<file path="config.mk">
export PLATFORM = sky130hd
export DESIGN_NAME = gate_sweep_sequencer
export DESIGN_NICKNAME = d
export VERILOG_FILES = /design/src/rtl/gate_sweep_sequencer.sv
export SDC_FILE = /design/constraint.sdc
export NUM_CORES = 1
export LEC_CHECK = 0
export ABC_AREA = 1
export BUFFER_PORTS_ARGS = -buffer_cell sky130_fd_sc_hd__buf_2
export CAP_MARGIN = 20
export CORE_MARGIN = 10
export CORE_UTILIZATION = 40
export CTS_BUF_LIST = sky130_fd_sc_hd__clkbuf_8
export DETAILED_ROUTE_END_ITERATION = 7
export GPL_TIMING_DRIVEN = 0
export PLACE_DENSITY = 0.6
export REMOVE_ABC_BUFFERS = 1
export SETUP_SLACK_MARGIN = 0.02
export SLEW_MARGIN = 20
export SYNTH_ARGS = -nofsm -noshare
export SYNTH_HDL_FRONTEND = slang
export SYNTH_SLANG_ARGS = --single-unit
</file>
<file path="constraint.sdc">
create_clock -name clk -period 5.1 [get_ports clk]
set_clock_uncertainty 0.15 [all_clocks]
set_input_delay 0.765 -clock clk [delete_from_list [all_inputs] [get_ports clk]]
set_output_delay 0.765 -clock clk [all_outputs]
set_load 0.1 [all_outputs]
</file>
<file path="src/rtl/gate_sweep_sequencer.sv">
// Gate datapath self-test sequencer: walks every enabled gate code
// through all four {b,a} vectors, captures y and checks it against
// a golden truth table.
//
// Ports:
//   clk, rst           system clock, synchronous active-high reset
//   start, abort       sweep request / cancel
//   gate_mask[6:0]     enable per gate code (code 7 never swept)
//   dut_a/b, dut_sel   drive to gate datapath; dut_y back from it
//   busy, done, pass   sweep status (done is a 1-cycle pulse)
//   err_cnt, fail_*    mismatch count and first-mismatch location
//   tbl[27:0]          captured truth table, bit 4*code+{b,a}
module gate_sweep_sequencer #(
    parameter int unsigned STEP_DIV = 4,
    parameter int unsigned SETTLE   = 1
) (
    input  logic        clk,
    input  logic        rst,
    input  logic        start,
    input  logic        abort,
    input  logic [6:0]  gate_mask,
    output logic        dut_a,
    output logic        dut_b,
    output logic [2:0]  dut_sel,
    input  logic        dut_y,
    output logic        busy,
    output logic        done,
    output logic        pass,
    output logic [4:0]  err_cnt,
    output logic        fail_vld,
    output logic [2:0]  fail_sel,
    output logic [1:0]  fail_ab,
    output logic [27:0] tbl
);

    localparam logic [7:0] T_LAST = 8'(STEP_DIV - 1);
    localparam logic [7:0] T_SMPL = 8'(SETTLE);

    typedef enum logic [1:0] {
        IDLE = 2'd0,
        RUN  = 2'd1,
        FIN  = 2'd2
    } state_t;

    state_t      state_q, state_d;
    logic [7:0]  timer_q, timer_d;
    logic [1:0]  ab_q, ab_d;
    logic [2:0]  sel_q, sel_d;
    logic        busy_d, done_d, pass_d;
    logic [4:0]  err_d;
    logic        fvld_d;
    logic [2:0]  fsel_d;
    logic [1:0]  fab_d;
    logic [27:0] tbl_d;

    logic [2:0]  first_code, next_code;
    logic        has_next;
    logic        go;
    logic        sample, vec_end, last_vec;

    // Expected y for a gate code, as a nibble indexed by {b,a}.
    function automatic logic golden(input logic [2:0] s,
                                    input logic [1:0] ab);
        logic [3:0] nib;
        case (s)
            3'd0:    nib = 4'h8;
            3'd1:    nib = 4'hE;
            3'd2:    nib = 4'h5;
            3'd3:    nib = 4'h7;
            3'd4:    nib = 4'h1;
            3'd5:    nib = 4'h6;
            3'd6:    nib = 4'h9;
            default: nib = 4'h0;
        endcase
        return nib[ab];
    endfunction

    // Lowest enabled code overall, and lowest enabled code above the
    // one being swept (scanned downward so the lowest match wins).
    always_comb begin
        first_code = 3'd0;
        next_code  = 3'd0;
        has_next   = 1'b0;
        for (int i = 6; i >= 0; i--) begin
            if (gate_mask[i]) begin
                first_code = 3'(i);
            end
            if (gate_mask[i] && (i > int'(sel_q))) begin
                next_code = 3'(i);
                has_next  = 1'b1;
            end
        end
    end

    assign go       = start && !abort;
    assign sample   = (state_q == RUN) && (timer_q == T_SMPL);
    assign vec_end  = (state_q == RUN) && (timer_q == T_LAST);
    assign last_vec = vec_end && (ab_q == 2'd3) && !has_next;

    // State register plus the registered outputs.
    always_ff @(posedge clk) begin
        if (rst) begin
            state_q  <= IDLE;
            timer_q  <= '0;
            ab_q     <= '0;
            sel_q    <= '0;
            busy     <= 1'b0;
            done     <= 1'b0;
            pass     <= 1'b0;
            err_cnt  <= '0;
            fail_vld <= 1'b0;
            fail_sel <= '0;
            fail_ab  <= '0;
            tbl      <= '0;
        end else begin
            state_q  <= state_d;
            timer_q  <= timer_d;
            ab_q     <= ab_d;
            sel_q    <= sel_d;
            busy     <= busy_d;
            done     <= done_d;
            pass     <= pass_d;
            err_cnt  <= err_d;
            fail_vld <= fvld_d;
            fail_sel <= fsel_d;
            fail_ab  <= fab_d;
            tbl      <= tbl_d;
        end
    end

    // Next-state logic.
    always_comb begin
        state_d = state_q;
        unique case (state_q)
            IDLE: begin
                if (go) begin
                    state_d = (gate_mask != 7'd0) ? RUN : FIN;
                end
            end
            RUN: begin
                if (abort) begin
                    state_d = IDLE;
                end else if (last_vec) begin
                    state_d = FIN;
                end
            end
            FIN:     state_d = IDLE;
            default: state_d = IDLE;
        endcase
    end

    // Next values of the registered outputs and sweep counters.
    always_comb begin
        timer_d = timer_q;
        ab_d    = ab_q;
        sel_d   = sel_q;
        busy_d  = busy;
        done_d  = 1'b0;
        pass_d  = pass;
        err_d   = err_cnt;
        fvld_d  = fail_vld;
        fsel_d  = fail_sel;
        fab_d   = fail_ab;
        tbl_d   = tbl;
        unique case (state_q)
            IDLE: begin
                if (go) begin
                    err_d   = '0;
                    fvld_d  = 1'b0;
                    fsel_d  = '0;
                    fab_d   = '0;
                    tbl_d   = '0;
                    timer_d = '0;
                    ab_d    = '0;
                    if (gate_mask != 7'd0) begin
                        pass_d = 1'b0;
                        busy_d = 1'b1;
                        sel_d  = first_code;
                    end else begin
                        pass_d = 1'b1;
                        done_d = 1'b1;
                    end
                end
            end
            RUN: begin
                if (abort) begin
                    // Partial results stay visible; only pass is forced.
                    busy_d  = 1'b0;
                    pass_d  = 1'b0;
                    timer_d = '0;
                    ab_d    = '0;
                    sel_d   = '0;
                end else begin
                    if (sample) begin
                        tbl_d[{sel_q, ab_q}] = dut_y;
                        if (dut_y != golden(sel_q, ab_q)) begin
                            err_d = err_cnt + 5'd1;
                            if (!fail_vld) begin
                                fvld_d = 1'b1;
                                fsel_d = sel_q;
                                fab_d  = ab_q;
                            end
                        end
                    end
                    if (vec_end) begin
                        timer_d = '0;
                        if (ab_q != 2'd3) begin
                            ab_d = ab_q + 2'd1;
                        end else if (has_next) begin
                            ab_d  = '0;
                            sel_d = next_code;
                        end else begin
                            // err_d covers a sample on this same edge.
                            ab_d   = '0;
                            sel_d  = '0;
                            busy_d = 1'b0;
                            done_d = 1'b1;
                            pass_d = (err_d == 5'd0);
                        end
                    end else begin
                        timer_d = timer_q + 8'd1;
                    end
                end
            end
            FIN: begin
                done_d = 1'b0;
            end
            default: begin
                busy_d = 1'b0;
            end
        endcase
    end

    assign dut_a   = ab_q[0];
    assign dut_b   = ab_q[1];
    assign dut_sel = sel_q;

endmodule

</file>
# Word level (Yosys, flattened, before mapping)

Index checks and enable logic that the tools add are counted.
Widths: inputs -> output; s select.

Register bits: 57
Input bits: 12
Output and inout port bits: 47
Logic and storage cells: 173

Add/sub/neg operators: 3
Order comparisons: 9
Equal/unequal tests: 23
Mux-type cells: 96
Bitwise gates (word level): 1
Reductions and logical operators: 29

Operators by type and width:

| cell                | count |
|---|---|
| $mux 28             | 3 |
| $mux 3              | 24 |
| $pmux 28 s2         | 1 |
| $mux 5              | 6 |
| $mux 1              | 29 |
| $bwmux 28           | 1 |
| $pmux 4 s7          | 1 |
| $mux 2              | 12 |
| $mux 8              | 3 |
| $pmux 8 s2          | 1 |
| $reduce_and 5->1    | 3 |
| $logic_and 1x1->1   | 12 |
| $mux 4              | 3 |
| $ne 2x2->1 const B  | 6 |
| $ne 3x3->1 const B  | 4 |
| $pmux 2 s2          | 3 |
| $pmux 3 s2          | 2 |
| $reduce_and 6->1    | 2 |
| $pmux 5 s2          | 1 |
| $eq 3x3->1 const B  | 3 |
| $gt 3x3->1 const A  | 3 |
| $add 8x1->8 const B | 1 |
| $eq 8x1->1 const B  | 1 |
| $eq 8x2->1 const B  | 1 |
| 27 further kinds    | 35 |

# Depth between registers and ports, before layout

Gate-level depths: netlist of run 1.

Word-level depth: 18
Mapped depth: 15
Depth with buffers taken out: 14

# Least setup slack after synthesis of run 1

Ideal clock, no wire load.

Kind: register -> register
Start point: reg ab_q[0]
End point: reg fail_ab[0]
Setup time: 70 ps
Arrival: 2373 ps
Data required time: 4880 ps
Slack: 2506 ps
Cell stages (with the launch flop): 12
Buffers on the path: 0
Clock period less this slack: 2594 ps
Cells stage by stage: dfxtp_1 -> inv_1 -> nand2_1 -> nor2_1 -> nor2_2 -> nand2_2 -> nand3_1 -> nand3_2 -> or2_4 -> nor2_4 -> nand2_1 -> a21oi_1

Cells in the longest elaborated chain, start to end: 5
Elaborated cells on any way between the ends: 10
Classes of those cells: eq/ne (2); mux (7); reduce/logical (1)

Ends and longest elaborated chain:

| item                                                            | line     | text |
|---|---|---|
| from (decl)                                                     | 47       | `logic [1:0] ab_q, ab_d;` |
| from (signal assigned)                                          | 105      | `ab_q <= '0;` |
| from (signal assigned)                                          | 118      | `ab_q <= ab_d;` |
| $bmux 1 s2 or $mux 2 (tied branches)                            | 75, 198  |  |
| $mux 1 (implied by the code) or $mux 2 (tied branches)          | 75, 196  |  |
| $ne 1x1->1 or $mux 2 (tied branches)                            | 196, 194 |  |
| $ne 2x1->1 (no source line) or $mux 2 (tied branches)           | -        |  |
| $reduce_and 6->1 (no source line) or $pmux 2 s2 (tied branches) | -        |  |
| to (signal assigned)                                            | 113      | `fail_ab <= '0;` |
| to (signal assigned)                                            | 126      | `fail_ab <= fab_d;` |
| to (decl)                                                       | 32       | `output logic [1:0] fail_ab,` |

Parallel ways exist; a longest one is shown, timed or not. The select of a mux whose other input is x is not followed.
A chain may end at the register's enable or synchronous reset.

# Worst setup path after layout of run 1

Start point: reg state_q[0]
End point: reg tbl[0]

Cells in the longest elaborated chain, start to end: 4
Elaborated cells on any way between the ends: 9
Classes of those cells: eq/ne (4); mux (1); reduce/logical (4)

Ends and longest elaborated chain:

| item                              | line    | text |
|---|---|---|
| from (decl)                       | 45      | `state_t state_q, state_d;` |
| from (signal assigned)            | 116     | `state_q <= state_d;` |
| $eq 2x1->1                        | 96, 165 |  |
| $logic_and 1x1->1                 | 96      | `assign sample = (state_q == RUN) && (timer_q == T_SMPL);` |
| $ne 2x2->1 (no source line)       | -       |  |
| $reduce_and 4->1 (no source line) | -       |  |
| to (signal assigned)              | 127     | `tbl <= tbl_d;` |
| to (decl)                         | 33      | `output logic [27:0] tbl` |

Parallel ways exist; a longest one is shown, timed or not.

==> summary.md, run 1 <==
| Metric | Value |
|---|---|
| Outcome | complete, no violations |
| Vias in the first global route | a little under 3000 |
| Post-CTS resize count | 0 |
| Fmax | 401 MHz |
| Register area share after synthesis | 0.366 |
| Critical Path Max Stage Delay | between 0.8 and 0.9 ns |
| Post-CTS Setup Bufs | 0 |
| Die W | between 100 and 150 microns |
| Chip height | 108 microns |
| Via total after detailed routing | 3168 |
| Switching Fraction | 0.361 |
| Clk pwr share | 0.332 |
| Worst-Skew Late Latency | 0.34 ns |
| Async S/R FF share, synth | 0 |
| VDD IR max | roughly 0.00017 V |
| Pwr Total | approximately 1.1 mW |
| Initial antenna violation count | 0 |
| CTS clk-pin slew, worst paths | roughly 0.060 ns |
| Slew @ Worst Pin | just over 1 ns |
| Initial Util | 0.408 |
| Gr ovfl total | 0 |
| Worst-path maximum fanout | 34 |
| Synth top cells by count | nand2_1, nor2_1, dfxtp_1 |
| Gr usage total | 0.152 |
| Largest net degree at the start of global routing | 45 |
| P_sw | 391 uW |
| Startpoint types | register |
| Cell family with most CP delay | simple AND/OR/NAND/NOR gates |
| Synth area leader | dfxtp_1 |
| Hold Path Class | register to register |
| Slowest-stage cell, CP | nor3_4 |
| #FFs+latches synth | 57 |
| Buffers added on ports | between 50 and 60 |
| CTS sink cnt | between 50 and 60 |
| Routability cong. | roughly 0.9 |
| Layout cells sized above 1 | 0.213 |
| Endpoint class of the critical path | register |
| Pwr Density | about 300 mW/mm^2 |
| First-pass iteration count of the detailed router | 4 |
| Residual DRC count | 0 |
| Routed wire per std cell | between 10 and 15 microns |
| First-pass GRT wire length | around 14 mm |
| Part of the power in registers | 0.437 |
| Crit path buf inv count | 0 |
| Post-Syn Area | 0.00312 sq mm |
| CTS Hold Bufs | 0 |
| RSZ-0062 raised after global routing | no |
| Synthesis-to-finish area growth | 16.3% |
| Design internal power | 693 uW |
| Clk buf depth | 2 |
| Gate power share | 0.231 |
| CTS tree | done |
| Htree depth | 3 |
| Std cell rows | 32 |
| Critical path data arrival time | around 2.6 ns |
| Syn Inst Count | roughly 470 |
| Synth area leaders | dfxtp_1, nand2_1, a21oi_1, nor2_1, o21ai_0 |
| Post-Route Setup TNS | 0 ns |
| Fin crit share | 0.489 |
| Cell with the most instances after synthesis | nand2_1 |
| CORE AREA | approximately 0.0076 sq mm |
| Final Max Slew Viols | 0 |
| Final Hold Fails | 0 |
| Req. time, crit path | 5.21 ns |
| Post-synthesis average cell area | between 6 and 7 sq um |
| Root buf cell | clkbuf_8 |
| Crit Path Class | register to register |
| Ports | around 60 |
| Min Tclk post-route | between 2 and 2.5 ns |
| Die area | roughly 0.012 sq mm |
| DP HPWL | 6.29 mm |
| Final setup violation count | 0 |
| Leak Pwr | 1.51 nW |
| Synth cell types | 37 |
| Yosys warns | 0 |
| Total wire length | roughly 8.7 mm |
| Synth top area share | 0.366 |
| Vias/cell | between 5 and 6 |
| CTS buffer count | 9 |
| Max-cap violation count | 0 |
| Crit-path cells | nand2_4 > nor2_4 > nor2_2 > nor3_4 > nand2_1 > a21oi_1 |
| Final ANT Viol Nets | 0 |
| Antenna Cells | 0 |
| Initial DRC count | around 220 |
| Primary FF master, synth | dfxtp_1 |
| Post-synth EDFFs | 0 |
| Slew HR | 0.322 |
| Final net count | roughly 540 |
cells by family after synthesis:
kind of cell    share of synthesized area
buf+inv                            0.0786
simple gates                        0.359
flops                               0.366
xor+xnor                          0.00561
fa+ha+maj                          0.0281
compound gates                      0.163
worst min-delay path: cells and delay by family (launching register included):
kind	cells	cell delay, ns
simple gates	1	0.06
flops	1	0.31
compound gates	1	0.05
metal layers:
layer  vias to the layer above  routed length, microns  GRT usage
met5                         -                       0          0
met4                         0                      63     0.0631
met3                         4                     545     0.0351
met2                        62                    4190      0.254
met1                      1453                    3880      0.183
li1                       1649                       -          -
through the flow:
step	setup WS, ns	instance area [sq um]	hold WS, ns	utilization	instances
global route	2.28	3630	0.329	0.475	628
global placement	1.47	3450	0.297	0.451	612
detailed placement	2.37	3470	0.301	0.454	613
finish	2.60	3630	0.310	0.475	628
CTS	2.56	3630	0.311	0.475	628
floorplan	2.48	3030	0.330	-	452
power groups by stage:
stage	clock (mW)	sequential [mW]	combinational, mW
detailed placement	0	0.484	0.251
global placement	0	0.483	0.246
finish	0.360	0.474	0.250
global route	0.392	0.475	0.278
CTS	0.371	0.474	0.252
floorplan	0	0.534	0.131
flip-flops by register name (all words and copies together), names as in the netlist, 2 cells and up:
register  cells
ab_q          2
err_cnt       5
timer_q       8
fail_ab       2
fail_sel      3
state_q       2
tbl          28
dut_sel       3
layout make-up:
cell class,instances,area (sq um)
Sequential cell,57,1140
Inverter,42,158
Multi-Input combinational cell,353,1740
Tap cell,102,128
Timing Repair Buffer,59,305
Fill cell,790,4020
Clock buffer,10,138
Clock inverter,5,23.8
placed cells by master, fill, tap and decap left out, drive strengths merged, types with 4 or more instances in the layout:
cell type  instances
nand2            120
nor2              65
buf               59
dfxtp             57
a21oi             50
inv               43
o21ai             39
nand3             36
nor3              14
clkbuf            10
ha                 7
nand4              4
clkinv             4
worst paths after layout:
kind	startpoint	end	depth (start not counted)	slack, ns
max	state_q[0]$_SDFFE_PP0P_	tbl[0]$_SDFFE_PP0P_	6	2.60
min	tbl[1]$_SDFFE_PP0P_	tbl[1]$_SDFFE_PP0P_	2	0.31
max reg2reg	state_q[0]$_SDFFE_PP0P_	tbl[0]$_SDFFE_PP0P_	6	2.60
min reg2reg	tbl[1]$_SDFFE_PP0P_	tbl[1]$_SDFFE_PP0P_	2	0.31
Note: power is estimated with default switching activity, not from simulation.
==> run 2, diff against run 1 <==
--- a/config.mk
+++ b/config.mk
@@ -5,7 +5,7 @@
 export SDC_FILE = /design/constraint.sdc
 export NUM_CORES = 1
 export LEC_CHECK = 0
-export ABC_AREA = 1
+export ABC_AREA = 0
 export BUFFER_PORTS_ARGS = -buffer_cell sky130_fd_sc_hd__buf_2
 export CAP_MARGIN = 20
 export CORE_MARGIN = 10
@@ -13,7 +13,7 @@
 export CTS_BUF_LIST = sky130_fd_sc_hd__clkbuf_8
 export DETAILED_ROUTE_END_ITERATION = 7
 export GPL_TIMING_DRIVEN = 0
-export PLACE_DENSITY = 0.6
+export PLACE_DENSITY = 0.62
 export REMOVE_ABC_BUFFERS = 1
 export SETUP_SLACK_MARGIN = 0.02
 export SLEW_MARGIN = 20
==> constraint.sdc (replaced) <==
create_clock -name clk -period 2.03 [get_ports clk]
set_clock_uncertainty 0.15 [all_clocks]
set_input_delay 0.3045 -clock clk [delete_from_list [all_inputs] [get_ports clk]]
set_output_delay 0.3045 -clock clk [all_outputs]
set_load 0.1 [all_outputs]
==> summary.md, run 2 <==
| Metric | Value |
|---|---|
| Initial DRC count | 264 (+21%) |
| Commonest non-fill, non-tap cell in the layout | buf_2 |
| Ports | 59 (unchanged) |
| Clk pwr share | 0.417 (+0.085) |
| Max-cap violation count | 0 (unchanged) |
| Pwr Density | 678 mW/mm^2 (+130%) |
| Hold Path Class | input port to register |
| Residual DRC count | 0 (unchanged) |
| Worst-path maximum fanout | 6 (-82%) |
| Hold path startpoint | abort |
| Register area share after synthesis | 0.372 (+0.00626) |
| Clk buf depth | 2 (unchanged) |
| Synthesis-to-finish area growth | 39.3% |
| Min Tclk post-route | 2.23 ns (-0.265 ns) |
| Largest register FFs | 28 (unchanged) |
| Final setup violation count | 11 (+11) |
| Leak Pwr | 1.71 nW (+13%) |
| Post-synthesis average cell area | 7.54 sq um (+13%) |
| Htree depth | 3 (unchanged) |
| Largest regs | tbl (28), timer_q (8), err_cnt (5) |
| Routed wire per std cell | 17.8 microns (+29%) |
| Fin crit share | 1.10 (+0.610) |
| Gr ovfl total | 0 (unchanged) |
| Largest net degree at the start of global routing | 54 (+20%) |
| CORE AREA | 0.00737 sq mm (-3.6%) |
| CTS clk-pin slew, worst paths | 0.07 ns (about the same) |
| First-pass iteration count of the detailed router | 5 (+1) |
| Fin area | 0.00427 sq mm (+18%) |
| Slew @ Worst Pin | 1.20 ns (+0.187 ns) |
| Synth cell types | 54 (+46%) |
| Post-Syn Area | 0.00307 sq mm (-1.7%) |
| Yosys warns | 0 (unchanged) |
| CTS Hold Bufs | 0 (unchanged) |
| Crit Path Class | register to register |
| Post-placement cell area | 0.00336 sq mm (-3.0%) |
| Total wire length | 10.4 mm (+19%) |
| Antenna Cells | 0 (unchanged) |
| Vias/cell | 5.74 (+14%) |
| Buffers added on ports | 58 (unchanged) |
| CTS buffer count | 9 (unchanged) |
| Root buf cell | clkbuf_8 |
| Outcome | finished with violations |
| CTS sink cnt | 57 (unchanged) |
| Std cell rows | 31 (-3.1%) |
| Via total after detailed routing | 3338 (+5.4%) |
| Synth top area share | 0.372 (+0.00626) |
| #FFs+latches synth | 57 (unchanged) |
| First-pass GRT wire length | 16.3 mm (+13%) |
| Most frequent cells in the layout | buf_2, a21oi_1, dfxtp_1, nor2_1, buf_4 |
| Primary FF master, synth | dfxtp_1 |
| Worst-Skew Late Latency | 0.34 ns (about the same) |
| CTS tree | done |
| Cell with the most instances after synthesis | a21oi_1 |
| Die W | 108 microns (-0.69%) |
| Routability cong. | 0.878 (-0.11%) |
| P_sw | 875 uW (+120%) |
| Gr usage total | 0.172 (+0.0197) |
| Largest reg by FF count | tbl |
| Part of the power in registers | 0.401 (-0.036) |
| Startpoint types | register |
| Die area | 0.0116 sq mm (-1.4%) |
| Crit path from | ab_q[0]$_SDFFE_PP0P_ |
| Initial Util | 0.416 (+0.00825) |
| Synth area leaders | dfxtp_1, a21oi_1, nor2_1, nand2_1, o21ai_0 |
| Reg2reg start | ab_q[0]$_SDFFE_PP0P_ |
| Final Max Slew Viols | 0 (unchanged) |
| Final Hold Fails | 0 (unchanged) |
| DP Cell Count | 534 (-13%) |
| Slew HR | 0.199 (-0.122) |
| Vias in the first global route | 3196 (+7.5%) |
| Initial antenna violation count | 0 (unchanged) |
| Final net count | 497 (-8.1%) |
| Final ANT Viol Nets | 0 (unchanged) |
| Switching Fraction | 0.302 (-0.0590) |
| Failing checks | negative setup slack |
| Critical path data arrival time | 2.34 ns (-0.27 ns) |
| Design internal power | 2.02 mW (+190%) |
| Async S/R FF share, synth | 0 (unchanged) |
| Synth top cells by count | a21oi_1, dfxtp_1, nor2_1 |
| Layout cells sized above 1 | 0.418 (+0.205) |
| Final Non-Filler Cells | 582 (-7.3%) |
| DP HPWL | 6.05 mm (-3.8%) |
| Final worst setup slack | -0.201 ns (-2.81 ns) |
| Endpoint class of the critical path | register |
| Syn Inst Count | 407 (-13%) |
| Gate power share | 0.182 (-0.049) |
| Post-synth EDFFs | 0 (unchanged) |
| VDD IR max | 0.000406 V (+140%) |
| Fmax | 448 MHz (+12%) |
| Chip height | 108 microns (-0.69%) |
| Synth area leader | dfxtp_1 |
| RSZ-0062 raised after global routing | yes |
| Req. time, crit path | 2.14 ns (-3.07 ns) |
run 2: changes by cell type after synthesis, moves of 11 or more:
cell,previous run,this run
nand3_1,32,9
inv_2,16,0
nor2_1,59,44
nand2_1,115,43
inv_1,26,7
nand2b_1,0,11
a21oi_1,50,69
clkbuf_1,8,20
run 2: layout make-up:
class                      count  area (sq um)
timing repair buffer          88           531
sequential                    57          1170
fill                         668          3100
inverter                       7          26.3
multi-input combinational    315          2200
clock buffer                  10           138
tap                           99           124
clock inverter                 6          82.6
run 2: per-stage QoR:
stage                     setup slack [ns]  power (mW)   util  hold WS, ns  TNS, ns
after floorplan                      -1.06        1.44      -        0.224   -20.50
after global placement               -1.22        1.55  0.456        0.295   -43.98
after detailed placement            -0.769        1.55  0.457        0.304   -24.87
after CTS                           -0.143        2.82  0.538        0.106   -0.750
after global routing                -0.312        3.00  0.580        0.125    -3.77
final                               -0.201        2.90  0.580        0.124    -1.15
run 2: metal layers:
metal | up-vias | routed length (microns) | part of all wire | global-route usage
li1 | 1592 | - | - | -
met1 | 1603 | 4510 | 0.44 | 0.215
met2 | 127 | 4980 | 0.48 | 0.276
met3 | 16 | 696 | 0.067 | 0.0407
met4 | 0 | 163 | 0.016 | 0.0687
met5 | - | 0 | 0 | 0
run 2: critical path, stage by stage (launching register included):
cell	delay, ns
dfxtp_4	0.38
buf_6	0.11
nand2b_4	0.05
a311oi_4	0.33
nor3_4	0.11
buf_4	0.16
mux2i_2	0.16
a21o_1	0.18
or3_1	0.40
a21oi_2	0.12
run 2: path summary, 6_finish.rpt:
check,cells past startpoint,slack [ns],endpoint
max,9,-0.20,fail_ab[1]$_SDFFE_PP0P_
min,2,0.12,state_q[1]$_SDFFE_PP0P_
max reg2reg,9,-0.20,fail_ab[1]$_SDFFE_PP0P_
min reg2reg,2,0.33,tbl[14]$_SDFFE_PP0P_
run 2: kinds of logic (layout without fill, tap and decap cells):
group | count (synthesis) | in the layout | synth area share
simple gates | 153 | 154 | 0.240
fa+ha+maj | 7 | 7 | 0.0285
xor+xnor | 9 | 9 | 0.0257
mux | 6 | 6 | 0.0212
compound gates | 138 | 139 | 0.265
buf+inv | 37 | 111 | 0.0477
flops | 57 | 57 | 0.372
run 2: what timing repair did:
action,4_1_cts,5_1_grt
cloned,2,0
resized for setup,56,72
pin swaps,15,42
setup endpoints to repair,57,45
setup buffers,22,9
run 2: power by group through the flow:
stage | clock network, mW | logic, mW | registers (mW)
2_1_floorplan | 0 | 0.197 | 1.24
3_3_place_gp | 0 | 0.360 | 1.19
3_5_place_dp | 0 | 0.365 | 1.19
4_1_cts | 1.21 | 0.453 | 1.16
5_1_grt | 1.27 | 0.568 | 1.16
6_report | 1.21 | 0.528 | 1.16
